### src/rtl/stopwatch_pkg.sv
// Shared types, widths and the decimal step helper for the stopwatch counter.
// The step wraps inside 0..max_val in both directions.
package stopwatch_pkg;

  localparam int NUM_W = 14;

  typedef enum logic [1:0] {
    STOP,
    RUN,
    CLEAR
  } sw_state_t;

  function automatic logic [NUM_W-1:0] step_count(
    input logic [NUM_W-1:0] cur,
    input logic             down,
    input logic [NUM_W-1:0] max_val
  );
    logic [NUM_W-1:0] nxt;
    if (down) begin
      nxt = (cur == '0) ? max_val : cur - NUM_W'(1);
    end else begin
      nxt = (cur == max_val) ? '0 : cur + NUM_W'(1);
    end
    return nxt;
  endfunction

endpackage

### src/rtl/tick_gen_en.sv
// Enable-gated rate divider: one-cycle tick every TICK_CNT enabled clocks.
// Dropping en returns the count to 0, so a restart always begins a full period.
module tick_gen_en #(
  parameter int TICK_CNT = 10
) (
  input  logic clk,
  input  logic rst,
  input  logic en,
  output logic tick
);

  localparam int CW = $clog2(TICK_CNT);
  localparam logic [CW-1:0] LAST = CW'(TICK_CNT - 1);

  logic [CW-1:0] cnt;

  always_ff @(posedge clk or negedge rst) begin
    if (!rst) begin
      cnt <= '0;
    end else if (!en) begin
      cnt <= '0;
    end else if (cnt == LAST) begin
      cnt <= '0;
    end else begin
      cnt <= cnt + CW'(1);
    end
  end

  assign tick = en && (cnt == LAST);

endmodule

### src/rtl/stopwatch_counter.sv
// Up/down decimal event counter feeding the FND number input.
// Buttons are debounced levels; only their rising edges act on the FSM.
module stopwatch_counter
  import stopwatch_pkg::*;
#(
  parameter int CLK_FREQ  = 100_000_000,
  parameter int TICK_HZ   = 10,
  parameter int MAX_COUNT = 9999
) (
  input  logic             clk,
  input  logic             rst,
  input  logic             btn_run_stop,
  input  logic             btn_clear,
  input  logic             btn_mode,
  output logic [NUM_W-1:0] number,
  output logic             run,
  output logic             mode_down
);

  localparam int TICK_CNT = CLK_FREQ / TICK_HZ;
  localparam logic [NUM_W-1:0] MAX_VAL = NUM_W'(MAX_COUNT);

  // FSM state is kept as a named signal so checkers can bind to it directly.
  sw_state_t        state;
  sw_state_t        state_next;
  logic [NUM_W-1:0] number_next;

  logic btn_run_stop_d;
  logic btn_clear_d;
  logic btn_mode_d;
  logic run_stop_edge;
  logic clear_edge;
  logic mode_edge;
  logic tick;
  logic tick_en;

  always_ff @(posedge clk or negedge rst) begin
    if (!rst) begin
      btn_run_stop_d <= 1'b0;
      btn_clear_d    <= 1'b0;
      btn_mode_d     <= 1'b0;
    end else begin
      btn_run_stop_d <= btn_run_stop;
      btn_clear_d    <= btn_clear;
      btn_mode_d     <= btn_mode;
    end
  end

  assign run_stop_edge = btn_run_stop & ~btn_run_stop_d;
  assign clear_edge    = btn_clear & ~btn_clear_d;
  assign mode_edge     = btn_mode & ~btn_mode_d;

  assign tick_en = (state == RUN);

  tick_gen_en #(
    .TICK_CNT(TICK_CNT)
  ) u_tick_gen (
    .clk (clk),
    .rst (rst),
    .en  (tick_en),
    .tick(tick)
  );

  // Clear outranks run/stop; CLEAR itself ignores both and always falls to STOP.
  always_comb begin
    state_next = state;
    unique case (state)
      STOP: begin
        if (clear_edge) begin
          state_next = CLEAR;
        end else if (run_stop_edge) begin
          state_next = RUN;
        end
      end
      RUN: begin
        if (clear_edge) begin
          state_next = CLEAR;
        end else if (run_stop_edge) begin
          state_next = STOP;
        end
      end
      CLEAR: begin
        state_next = STOP;
      end
      default: begin
        state_next = STOP;
      end
    endcase
  end

  // A tick coinciding with a clear edge is dropped; the zero lands one edge later.
  always_comb begin
    number_next = number;
    if (state == CLEAR) begin
      number_next = '0;
    end else if (tick_en && tick && !clear_edge) begin
      number_next = step_count(number, mode_down, MAX_VAL);
    end
  end

  always_ff @(posedge clk or negedge rst) begin
    if (!rst) begin
      state     <= STOP;
      run       <= 1'b0;
      number    <= '0;
      mode_down <= 1'b0;
    end else begin
      state     <= state_next;
      run       <= (state_next == RUN);
      number    <= number_next;
      mode_down <= mode_down ^ mode_edge;
    end
  end

endmodule

### config.mk
export PLATFORM = sky130hd
export DESIGN_NAME = stopwatch_counter
export DESIGN_NICKNAME = d
export VERILOG_FILES = /design/src/rtl/stopwatch_pkg.sv /design/src/rtl/tick_gen_en.sv /design/src/rtl/stopwatch_counter.sv
export SDC_FILE = /design/constraint.sdc
export NUM_CORES = 1
export LEC_CHECK = 0
export ABC_AREA = 1
export BUFFER_PORTS_ARGS = -buffer_cell sky130_fd_sc_hd__buf_2
export CORE_MARGIN = 2
export CORE_UTILIZATION = 35
export DETAILED_ROUTE_END_ITERATION = 8
export HOLD_SLACK_MARGIN = 0.12
export PLACE_DENSITY_LB_ADDON = 0.08
export SLEW_MARGIN = 20
export SYNTH_ARGS = -nofsm -noshare
export SYNTH_HDL_FRONTEND = slang
export SYNTH_HIERARCHICAL = 1
export SYNTH_SLANG_ARGS = --single-unit
### constraint.sdc
create_clock -name clk -period 2.3 [get_ports clk]
set_input_delay 0.345 -clock clk [delete_from_list [all_inputs] [get_ports clk]]
set_output_delay 0.345 -clock clk [all_outputs]
set_load 0.02 [all_outputs]
# Word level (Yosys, flattened, before mapping)
# Index checks and enable logic that the tools add are counted.
# totals
input_bits	5
output_inout_bits	16
ff_bits	45
wordCells	42
# classes
n_addsub	3
eq_ne	5
reduce_logical	7
muxes	12
bitwise	7
# op_table
op	count
2-to-1 mux 14 bit	5
2-to-1 mux 24 bit	2
adder 24 x 1 -> 24 bit, second input constant	1
equality test 24 bit, second input constant	1
adder 14 x 1 -> 14 bit, second input constant	1
equality test 14 bit, second input constant	1
zero test 14 bit	1
subtractor 14 x 1 -> 14 bit, second input constant	1
2-to-1 mux 2 bit	4
equality test 2 x 1 -> 1 bit, second input constant	2
one-hot mux 2 bit (2 select lines)	1
AND 1 bit	3
logical AND 1 bit	3
NOT 1 bit	3
equality test 2 bit, second input constant	1
zero test 2 bit	1
nonzero test 2 bit	1
zero test 1 bit	1
bitwise XOR 1 bit	1

# Depth between registers and ports, before layout
# Gate-level depths: netlist of the first run.
# depth
word_depth	6
depth_mapped	13
mapped_depth_nobuf	13

# Modules after synthesis
# The synthesis of the first run kept the hierarchy.
# modules_own_cells
mod	cells_per_inst	area_per_inst_um2	seq_area_each_um2	instances
stopwatch_counter	249	1646.6	525.5	1
tick_gen_en	204	1465.2	600.6	1

# Worst setup path after synthesis of the first run
# Ideal clock, no wire load.
# synth_path
kind	register -> register
from	register u_tick_gen.cnt[0]
to	register number[4]
path_buffers	0
slack_ns	0.530
stages_incl_launch_ff	13
t_required_ns	2.178
synth_period_minus_slack_ns	1.770
setup_time_ns	0.122
t_arrival_ns	1.648
cell_sequence	dfrtp_1 ha_1 nand2_1 inv_1 nand3_2 nor2_1 nand4_1 nor2_1 nand3_1 nand2_1 clkinv_1 nand2_1 o21ai_1
# synth_via
elab_chain_cells	5
# synth_rtl
item	line	source
from (decl)	tick_gen_en.sv:15	logic [CW-1:0] cnt;
from (signal assigned)	tick_gen_en.sv:25	cnt <= cnt + CW'(1);
equality test 24 bit	tick_gen_en.sv:29	assign tick = en && (cnt == LAST);
logical AND 1 bit	tick_gen_en.sv:29	
named net tick	stopwatch_counter.sv:34	logic tick;
logical AND 1 bit (2 in a row)	stopwatch_counter.sv:96	end else if (tick_en && tick && !clear_edge) begin
nonzero test 2 bit (no source line)	n/a	
to (signal assigned)	stopwatch_counter.sv:110	number <= number_next;
to (decl)	stopwatch_counter.sv:15	output logic [NUM_W-1:0] number,
# The timed path passes the listed nets, and every way through them passes these cells.
# A chain may end at the register's enable or synchronous reset.

# Final worst setup path of the first run
# Same ends and word-level chain as after synthesis.

==> summary.md, run 1 <==
| Metric | Value |
|---|---|
| Number of distinct library cells after synthesis | `33` |
| ANT nets after route | `0` |
| Root buffer cell | `clkbuf_8` |
| Pwr dens | `524.9 nW/um2` |
| Max VDD drop | `504.6 uV` |
| Minimum clock period | `2.005 ns` |
| DIE AREA | `9661 um2` |
| Max Freq | `0.4988 GHz` |
| Core Area | `8678 um2` |
| Syn Nets | `461` |
| Sum of negative setup slack | `0 ns` |
| Synth warnings | `6` |
| Vert. Die Dim | `98.29 um` |
| RSZ-0062 raised after global routing | `no` |
| Seq/Total Area, Yosys | `36.19%` |
| Least-Margin Pin Slew | `0.5321 ns` |
| CTS tree | `yes` |
| Top cells by area, synth | `dfrtp_1, nand2_1, nor2_1, nand3_1, inv_1` |
| Area share of the largest cell type after synthesis | `36.19%` |
| ANT cells | `0` |
| Port Buffer Count | `20` |
| Skew-Pair Late Insertion Delay | `0.31 ns` |
| Max-slew headroom | `64.53%` |
| Largest net degree at the start of global routing | `26` |
| Arr. time, crit path | `2.19 ns` |
| R2R Path End | `number[4]$_DFFE_PN0P_` |
| Gate count of the mapped netlist | `453` |
| Final count of negative-setup-slack endpoints | `0` |
| Reg-to-reg startpoint | `u_tick_gen/cnt[0]$_DFF_PN0_` |
| Pleak | `0.001644 uW` |
| Tot GR Track Use | `17.86%` |
| EDFF count, synth | `0` |
| # Max-Cap Violations | `0` |
| Async set-reset flop share out of synthesis | `100.0%` |
| Hold Fails Final Rpt | `0` |
| HPWL Detailed | `6184 um` |
| Status | `completed` |
| GPL Wtd Cong | `0.8438` |
| Slew Viols, Final | `0` |
| Row cnt | `34` |
| Worst hold margin | `0.1538 ns` |
| WHS Endpoint | `btn_clear_d$_DFF_PN0_` |
| Hold wc startpoint | `btn_clear` |
| Drt first pass iters | `4` |
| Io pins | `21` |
| Layout cell share with drive strength beyond 1 | `16.32%` |
| Flops & latches, synth | `45` |
| Final WL | `8295 um` |
| Clock Skew | `0.01664 ns` |
| Setup slack, reg-to-reg | `0.30 ns` |
| Nets | `491` |
| CTS HTree Levels | `2` |
| CP Data Required Time | `2.49 ns` |
| Wirelength per Cell | `14.01 um` |
| Clock buffer depth | `2` |
| CP Cell Sequence | `ha_1, nand2_1, inv_1, nand3_2, nor2_1, nand4_1, nor2_1, nand3_2, nand2_2, clkinvlp_4, nand2_1, o21ai_1` |
| Critical path fanouts, max | `5` |
| Cell accounting for the most synthesized area | `dfrtp_1` |
| P&R area growth vs syn | `13.95%` |
| Most common cell in the synthesized netlist | `nand2_1` |
| FF-to-FF path depth | `12` |
| Hold path depth | `1` |
| Initial antenna violation count | `0` |
| Syn avg cell area | `6.869 um2` |
| Total clock sinks | `45` |
| Detailed-route DRC error count | `0` |
| Vias in the first global route | `2724` |
| CP endpoint kind | `register` |
| Num CTS Buffers | `5` |
| Starting Density | `35.86%` |
| CP max stage cell | `dfrtp_1` |
| Die X | `98.29 um` |
| Total number of vias | `2921` |
| First-pass GRT wire length | `13720 um` |
| Final Cycle Share | `87.17%` |
| Vias per inst | `4.934` |
| Hold Crit Class | `in2reg` |
| Netlist Area Pre-Place | `3112 um2` |
| Detailed Route Iter0 Violations | `178` |
| Critical path class | `reg2reg` |
| Placed Area | `3364 um2` |
| Most used DFF post-synth | `dfrtp_1` |
| Design Area, Final | `3546 um2` |
| Total power draw | `1861 uW` |
| Most frequent cells after synthesis | `nand2_1, nor2_1, nand3_1` |
| Slowest stage delay, CP | `0.42 ns` |
| CP Launch Type | `register` |
| Total congestion overflow | `0` |
| Clock Pin Slew Worst Setup and Hold Paths | `0.10 ns` |
-- per-layer routing --
metal	vias up	GRT usage, %	wire, um
met5	-	0	0
met1	1354	28.12	4409
met3	6	3.006	454
met4	0	3.477	67
li1	1490	-	-
met2	71	25.75	3364
-- state kept, by name, indices dropped and copies added, names as in the netlist --
| name | flops |
|---|---|
| number | 14 |
| u_tick_gen/cnt | 24 |
| btn_clear_d | 1 |
| run | 1 |
| btn_run_stop_d | 1 |
| mode_down | 1 |
| state | 2 |
| btn_mode_d | 1 |
-- what timing repair did --
action | 4_1_cts | 5_1_grt
hold buffers | 1 | 0
gates resized for setup | 0 | 5
buffers inserted | 0 | 2
endpoints found under the setup margin | 0 | 11
endpoints found under the hold margin | 20 | 0
-- layout by cell type, fill, tap and decap left out, types with 3 or more instances in the layout --
cell type / count
a21oi_1: 11
buf_2: 20
buf_4: 8
clkbuf_8: 5
clkinvlp_4: 3
dfrtp_1: 45
ha_1: 3
inv_1: 46
inv_2: 3
nand2_1: 120
nand2_2: 11
nand3_1: 50
nand3_2: 4
nand4_1: 7
nor2_1: 75
nor2_2: 11
nor2_4: 5
nor3_1: 4
o21ai_0: 6
o21ai_1: 5
xnor2_1: 6
xor2_1: 17
-- logic make-up after synthesis --
family | synth area share (%)
and+or+nand+nor | 44.35
buffers and inverters | 7.800
DFF | 36.19
AOI/OAI and AO/OA | 3.981
xor gates and xnor gates | 6.474
adders and majority gates | 1.206
-- worst max-delay path, delay by kind of cell (launching register included) --
kind | cells | cell delay [ns]
compound gates | 1 | 0.06
fa+ha+maj | 1 | 0.24
buf+inv | 2 | 0.25
flops | 1 | 0.42
simple gates | 8 | 0.90
-- report_power, final --
group	internal [uW]	switching, uW	leakage, uW
clock network	432	298	0.0000681
logic	93.3	217	0.000960
registers	810	11.1	0.000616
total	1340	526	0.00164
-- stage by stage --
step                      setup slack, ns  utilization [%]  cells
after detailed placement           0.2489            38.77    580
final                              0.2951            40.86    592
after global placement             0.3120            38.77    580
after CTS                          0.2123            40.43    589
after global routing              0.02167            40.86    592
after floorplan                    0.5297                -    453
-- how the worst max path moves through the flow --
stage	start	to	slack, ns
after floorplan	u_tick_gen/cnt[0]$_DFF_PN0_	number[4]$_DFFE_PN0P_	0.53
after global placement	u_tick_gen/cnt[0]$_DFF_PN0_	number[4]$_DFFE_PN0P_	0.31
after detailed placement	u_tick_gen/cnt[0]$_DFF_PN0_	number[10]$_DFFE_PN0P_	0.25
after CTS	u_tick_gen/cnt[0]$_DFF_PN0_	number[10]$_DFFE_PN0P_	0.21
after global routing	u_tick_gen/cnt[0]$_DFF_PN0_	number[10]$_DFFE_PN0P_	0.02
final	u_tick_gen/cnt[0]$_DFF_PN0_	number[4]$_DFFE_PN0P_	0.30
-- cell type report --
| cell class | instances | area (um2) |
|---|---|---|
| fillers | 929 | 5132 |
| multi-input cells | 348 | 1750 |
| inverters | 52 | 202.7 |
| flip-flops and latches | 45 | 1126 |
| repair buffers | 30 | 190.2 |
| well taps | 108 | 135.1 |
| clock inverters | 3 | 65.06 |
| clock buffers | 5 | 68.82 |
| repair inverters | 1 | 7.507 |
Power figures use the tool's default switching activity.
==> run 2, diff against run 1 <==
- CORE_ASPECT_RATIO: unset -> 0.6
- CORE_MARGIN: 2 -> 4
- CTS_BUF_LIST: unset -> sky130_fd_sc_hd__clkbuf_4
==> summary.md, run 2 (synthesis results as in run 1) <==
| Metric | Value |
|---|---|
| Status | `completed` |
| Vert. Die Dim | `81.04 um (-18%)` |
| Setup slack, reg-to-reg | `0.24 ns (-0.06 ns)` |
| HPWL Detailed | `6719 um (+8.6%)` |
| GPL Wtd Cong | `0.9193 (+8.9%)` |
| RSZ-0062 raised after global routing | `no` |
| WHS Endpoint | `mode_down$_DFF_PN0_` |
| CP endpoint kind | `register` |
| Pleak | `0.001627 uW (-1.0%)` |
| Total number of vias | `2867 (-1.8%)` |
| Hold Fails Final Rpt | `0 (unchanged)` |
| Detailed Route Iter0 Violations | `253 (+42%)` |
| Drt first pass iters | `5 (+1)` |
| CTS tree | `yes` |
| Most common cell after layout, fill and taps aside | `nand2_1` |
| CP Cell Sequence | `ha_1, nand2_1, inv_1, nand3_2, nor2_1, nand4_1, nor2_1, nand3_1, nand2_1, clkinvlp_4, nand2_1, o21ai_1` |
| Least-Margin Pin Slew | `0.6024 ns (+0.07028 ns)` |
| Starting Density | `36.23% (+0.38 points)` |
| Hold wc startpoint | `btn_mode_d$_DFF_PN0_` |
| CP Launch Type | `register` |
| Port Buffer Count | `20 (unchanged)` |
| Biggest regs | `u_tick_gen/cnt x24, number x14, state x2` |
| Slew Viols, Final | `0 (unchanged)` |
| CP Data Required Time | `2.55 ns (+0.06 ns)` |
| Final Cycle Share | `89.68% (+2.5 points)` |
| ANT nets after route | `0 (unchanged)` |
| Sum of negative setup slack | `0 ns (unchanged)` |
| Post CTS Setup Buffer Count | `0 (unchanged)` |
| # fillers | `928 (-0.11%)` |
| Skew-Pair Late Insertion Delay | `0.37 ns (+0.06 ns)` |
| Final WL | `8711 um (+5.0%)` |
| Critical path fanouts, max | `10 (+5)` |
| Total congestion overflow | `0 (unchanged)` |
| Nets | `492 (+0.20%)` |
| Arr. time, crit path | `2.32 ns (+0.13 ns)` |
| Tot GR Track Use | `17.57% (-0.29 points)` |
| Clock Skew | `0.02139 ns (+0.004741 ns)` |
| Reg-to-reg startpoint | `u_tick_gen/cnt[0]$_DFF_PN0_` |
| Layout cell share with drive strength beyond 1 | `15.26% (-1.1 points)` |
| DIE AREA | `10510 um2 (+8.8%)` |
| CP max stage cell | `dfrtp_1` |
| Largest Register | `u_tick_gen/cnt` |
| Clock buffer depth | `2 (unchanged)` |
| Detailed-route DRC error count | `0 (unchanged)` |
| Core Area | `8588 um2 (-1.0%)` |
| ANT cells | `0 (unchanged)` |
| Max-slew headroom | `59.84% (-4.7 points)` |
| # Max-Cap Violations | `0 (unchanged)` |
| Vias per inst | `4.802 (-2.7%)` |
| Max VDD drop | `396.7 uV (-21%)` |
| Initial antenna violation count | `0 (unchanged)` |
| Final Util | `40.66% (-0.20 points)` |
| Root buffer cell | `clkbuf_4` |
| Largest net degree at the start of global routing | `46 (+77%)` |
| FF-to-FF path depth | `12 (unchanged)` |
| Row cnt | `26 (-24%)` |
| R2R Path End | `number[4]$_DFFE_PN0P_` |
| First-pass GRT wire length | `14140 um (+3.0%)` |
| CTS HTree Levels | `2 (unchanged)` |
| Largest register FFs | `24 (unchanged)` |
| Final count of negative-setup-slack endpoints | `0 (unchanged)` |
| Max Freq | `0.4848 GHz (-2.8%)` |
| Clock Pin Slew Worst Setup and Hold Paths | `0.16 ns (+0.06 ns)` |
| Io pins | `21 (unchanged)` |
| Commonest cells after routing, fill and taps aside | `nand2_1, nor2_1, nand3_1` |
| Most used cell, CP | `nand2_1` |
| Slowest stage delay, CP | `0.44 ns (+0.02 ns)` |
| Hold Crit Class | `reg2reg` |
| P&R area growth vs syn | `12.22%` |
| Hold path depth | `3 (+2)` |
| Total clock sinks | `45 (unchanged)` |
| Vias in the first global route | `2539 (-6.8%)` |
| Die X | `129.7 um (+32%)` |
| Num CTS Buffers | `5 (unchanged)` |
| Pwr dens | `474.0 nW/um2 (-9.7%)` |
| Critical path class | `reg2reg` |
| Minimum clock period | `2.063 ns (+0.05776 ns)` |
| Wirelength per Cell | `14.59 um (+4.1%)` |
[run 2: final cells by class]
cell class	count	area (um2)	area share [%]
inverters	52	198.9	5.697
multi-input cells	348	1743	49.91
well taps	112	140.1	4.013
flip-flops and latches	45	1126	32.25
repair buffers	32	200.2	5.733
clock buffers	6	45.04	1.290
clock inverters	2	38.79	1.111
[run 2: critical path: cells and delay by family (launching register included)]
kind	cells	cell delay (ns)
and+or+nand+nor	8	0.90
AOI/OAI and AO/OA	1	0.06
DFF	1	0.44
adders and majority gates	1	0.24
buffers and inverters	2	0.32
[run 2: worst max path at each step]
stage | cells after the start | slack, ns | startpoint | to
after floorplan | 12 | 0.53 | u_tick_gen/cnt[0]$_DFF_PN0_ | number[4]$_DFFE_PN0P_
after detailed placement | 12 | 0.17 | u_tick_gen/cnt[0]$_DFF_PN0_ | number[9]$_DFFE_PN0P_
after global routing | 12 | 0.006 | u_tick_gen/cnt[0]$_DFF_PN0_ | number[4]$_DFFE_PN0P_
after CTS | 12 | 0.14 | u_tick_gen/cnt[0]$_DFF_PN0_ | number[9]$_DFFE_PN0P_
final | 12 | 0.24 | u_tick_gen/cnt[0]$_DFF_PN0_ | number[4]$_DFFE_PN0P_
after global placement | 12 | 0.29 | u_tick_gen/cnt[0]$_DFF_PN0_ | number[9]$_DFFE_PN0P_
[run 2: power breakdown]
group	leakage (uW)	total (uW)	internal, uW	switching (uW)
Clock	0.0000459	529	244	285
Sequential	0.000616	821	810	10.7
Combinational	0.000966	305	93.2	212
[run 2: metrics by stage]
| step | total power (uW) | setup WS [ns] | instances | cell area [um2] | hold WS [ns] |
|---|---|---|---|---|---|
| 2_1_floorplan | 1026 | 0.5297 | 453 | 3112 | 0.04941 |
| 3_3_place_gp | 1144 | 0.2936 | 585 | 3364 | 0.4686 |
| 3_5_place_dp | 1134 | 0.1676 | 585 | 3364 | 0.4737 |
| 4_1_cts | 1677 | 0.1391 | 597 | 3488 | 0.5208 |
| 5_1_grt | 1761 | 0.005671 | 597 | 3492 | 0.5726 |
| 6_report | 1655 | 0.2374 | 597 | 3492 | 0.5142 |
[run 2: metal layers]
layer	share of wire, %	track usage (%)
met2	33	19.84
met5	0	0
met4	0.39	2.178
met3	9.3	4.074
met1	58	31.46
[run 2: what timing repair did]
item	CTS	global route
endpoints found under the setup margin	0	10
gates resized for setup	0	1
endpoints found under the hold margin	48	0
hold buffers	4	0
==> run 3, diff against run 2 <==
- RECOVER_POWER: unset -> 50
- SLEW_MARGIN: 20 -> 5
==> summary.md, run 3 (synthesis results as in run 1) <==
| Metric | Value |
|---|---|
| Minimum clock period | `2.065 ns (+0.002342 ns)` |
| Pleak | `0.001622 uW (-0.35%)` |
| Clock Skew | `0.01982 ns (-0.001565 ns)` |
| Tot GR Track Use | `17.57% (unchanged)` |
| Detailed-route DRC error count | `0 (unchanged)` |
| Reg-to-reg startpoint | `u_tick_gen/cnt[0]$_DFF_PN0_` |
| Arr. time, crit path | `2.32 ns (about the same)` |
| Detailed Route Iter0 Violations | `253 (unchanged)` |
| RSZ-0062 raised after global routing | `no` |
| Row cnt | `26 (unchanged)` |
| Largest Register | `u_tick_gen/cnt` |
| Nets | `492 (unchanged)` |
| Biggest regs | `u_tick_gen/cnt x24, number x14, state x2` |
| Vias per inst | `4.794 (-0.17%)` |
| Setup slack, reg-to-reg | `0.24 ns (about the same)` |
| Pwr dens | `474.3 nW/um2 (about the same)` |
| First-pass GRT wire length | `14140 um (unchanged)` |
| CP endpoint kind | `register` |
| Post-place setup slack | `0.1676 ns (unchanged)` |
| Commonest cells after routing, fill and taps aside | `nand2_1, nor2_1, nand3_1` |
| Core Area | `8588 um2 (unchanged)` |
| Hold Crit Class | `reg2reg` |
| # Max-Cap Violations | `0 (unchanged)` |
| Status | `completed` |
| Clock network power share | `31.9% (about the same)` |
| Final Cycle Share | `89.78% (+0.10 points)` |
| Register area | `1126 um2 (unchanged)` |
| Slew Viols, Final | `0 (unchanged)` |
| Total congestion overflow | `0 (unchanged)` |
| Clock buffer depth | `2 (unchanged)` |
| Wirelength per Cell | `14.63 um (+0.24%)` |
| Comb pwr share | `18.4% (about the same)` |
| Area of the multi-input gates | `1740 um2 (-0.14%)` |
| Least-Margin Pin Slew | `1.187 ns (+0.5850 ns)` |
| ANT cells | `0 (unchanged)` |
| Port Buffer Count | `20 (unchanged)` |
| Total clock sinks | `45 (unchanged)` |
| Power share of the sequential group | `49.7% (about the same)` |
| Design Area, Final | `3485 um2 (-0.22%)` |
| P&R area growth vs syn | `11.98%` |
| CTS HTree Levels | `2 (unchanged)` |
| Layout cell share with drive strength beyond 1 | `14.64% (-0.62 points)` |
| Io pins | `21 (unchanged)` |
| Hold Fails Final Rpt | `0 (unchanged)` |
| Max VDD drop | `396.2 uV (-0.14%)` |
| DIE AREA | `10510 um2 (unchanged)` |
| Worst hold margin | `0.5145 ns (+0.0002750 ns)` |
| Critical path class | `reg2reg` |
| Num CTS Buffers | `5 (unchanged)` |
| Largest register FFs | `24 (unchanged)` |
| Skew-Pair Late Insertion Delay | `0.37 ns (about the same)` |
| Crit path from | `u_tick_gen/cnt[0]$_DFF_PN0_` |
| Post CTS Setup Buffer Count | `0 (unchanged)` |
| Die X | `129.7 um (unchanged)` |
| Final count of negative-setup-slack endpoints | `0 (unchanged)` |
| Starting Density | `36.23% (unchanged)` |
| Max Freq | `0.4843 GHz (-0.11%)` |
| Setup ws final | `0.2350 ns (-0.002342 ns)` |
| Largest net degree at the start of global routing | `46 (unchanged)` |
| Total number of vias | `2862 (-0.17%)` |
| Critical path fanouts, max | `10 (unchanged)` |
| Sum of negative setup slack | `0 ns (unchanged)` |
| Final WL | `8732 um (+0.24%)` |
| # fillers | `929 (+0.11%)` |
| Vias in the first global route | `2539 (unchanged)` |
| Int Pwr | `1146 uW (-0.11%)` |
| Net Sw Power | `506.4 uW (-0.27%)` |
| Initial antenna violation count | `0 (unchanged)` |
| Hold wc startpoint | `btn_mode_d$_DFF_PN0_` |
| CP Data Required Time | `2.55 ns (about the same)` |
| HPWL Detailed | `6719 um (unchanged)` |
| GPL Wtd Cong | `0.9193 (unchanged)` |
| Max-slew headroom | `20.84% (-39 points)` |
| Most common cell after layout, fill and taps aside | `nand2_1` |
| ANT nets after route | `0 (unchanged)` |
| Drt first pass iters | `5 (unchanged)` |
| Total power draw | `1653 uW (-0.16%)` |
| Clock Pin Slew Worst Setup and Hold Paths | `0.16 ns (about the same)` |
| CP Launch Type | `register` |
| Root buffer cell | `clkbuf_4` |
| Placed Area | `3364 um2 (unchanged)` |
| Sw frac | `30.64% (-0.032 points)` |
| Vert. Die Dim | `81.04 um (unchanged)` |
| CTS tree | `yes` |
-- run 3: power by group through the flow --
| stage | sequential, uW | combinational [uW] | clock [uW] |
|---|---|---|---|
| after detailed placement | 837 | 298 | 0 |
| after global routing | 824 | 342 | 594 |
| after floorplan | 849 | 176 | 0 |
| after global placement | 836 | 309 | 0 |
| after CTS | 822 | 304 | 551 |
| final | 821 | 304 | 528 |
-- run 3: worst paths after layout --
kind,to,cells past startpoint
setup reg to reg,number[4]$_DFFE_PN0P_,12
min in group asynchronous,state[1]$_DFF_PN0_,3
max in group asynchronous,number[4]$_DFFE_PN0P_,3
hold / removal,mode_down$_DFF_PN0_,3
setup / recovery,number[4]$_DFFE_PN0P_,12
hold reg to reg,mode_down$_DFF_PN0_,3
-- run 3: worst max-delay path, cell delays in order (launching register included) --
cell and delay, ns:
dfrtp_1 0.44, ha_1 0.24, nand2_1 0.07, inv_1 0.09
nand3_2 0.09, nor2_1 0.11, nand4_1 0.10, nor2_1 0.11
nand3_1 0.15, nand2_1 0.16, clkinvlp_4 0.23, nand2_1 0.11
o21ai_1 0.06
-- run 3: what timing repair did --
item                                   in CTS  in global routing
gates resized for setup                     0                  1
hold buffers                                4                  0
setup endpoints to repair                   0                 10
endpoints found under the hold margin      48                  0
-- run 3: metal layers --
layer	share of wire, %	track usage [%]	vias to the layer above	routed length, um
met5	0	0	-	0
met4	0.36	2.178	0	31
met3	8.3	4.074	2	729
met2	33	19.84	89	2852
met1	59	31.46	1275	5119
li1	-	-	1496	-
-- run 3: final cells by class --
type                    count  share of cell area, %
clock inverters             2                  1.113
repair buffers             32                  5.601
flip-flops and latches     45                  32.32
inverters                  52                  5.709
multi-input cells         348                  49.95
well taps                 112                  4.022
clock buffers               6                  1.293
-- run 3: metrics by stage --
stage | utilization [%] | instances
finish | 40.57 | 597
global route | 40.57 | 597
CTS | 40.62 | 597
detailed placement | 39.18 | 585
global placement | 39.18 | 585
floorplan | - | 453
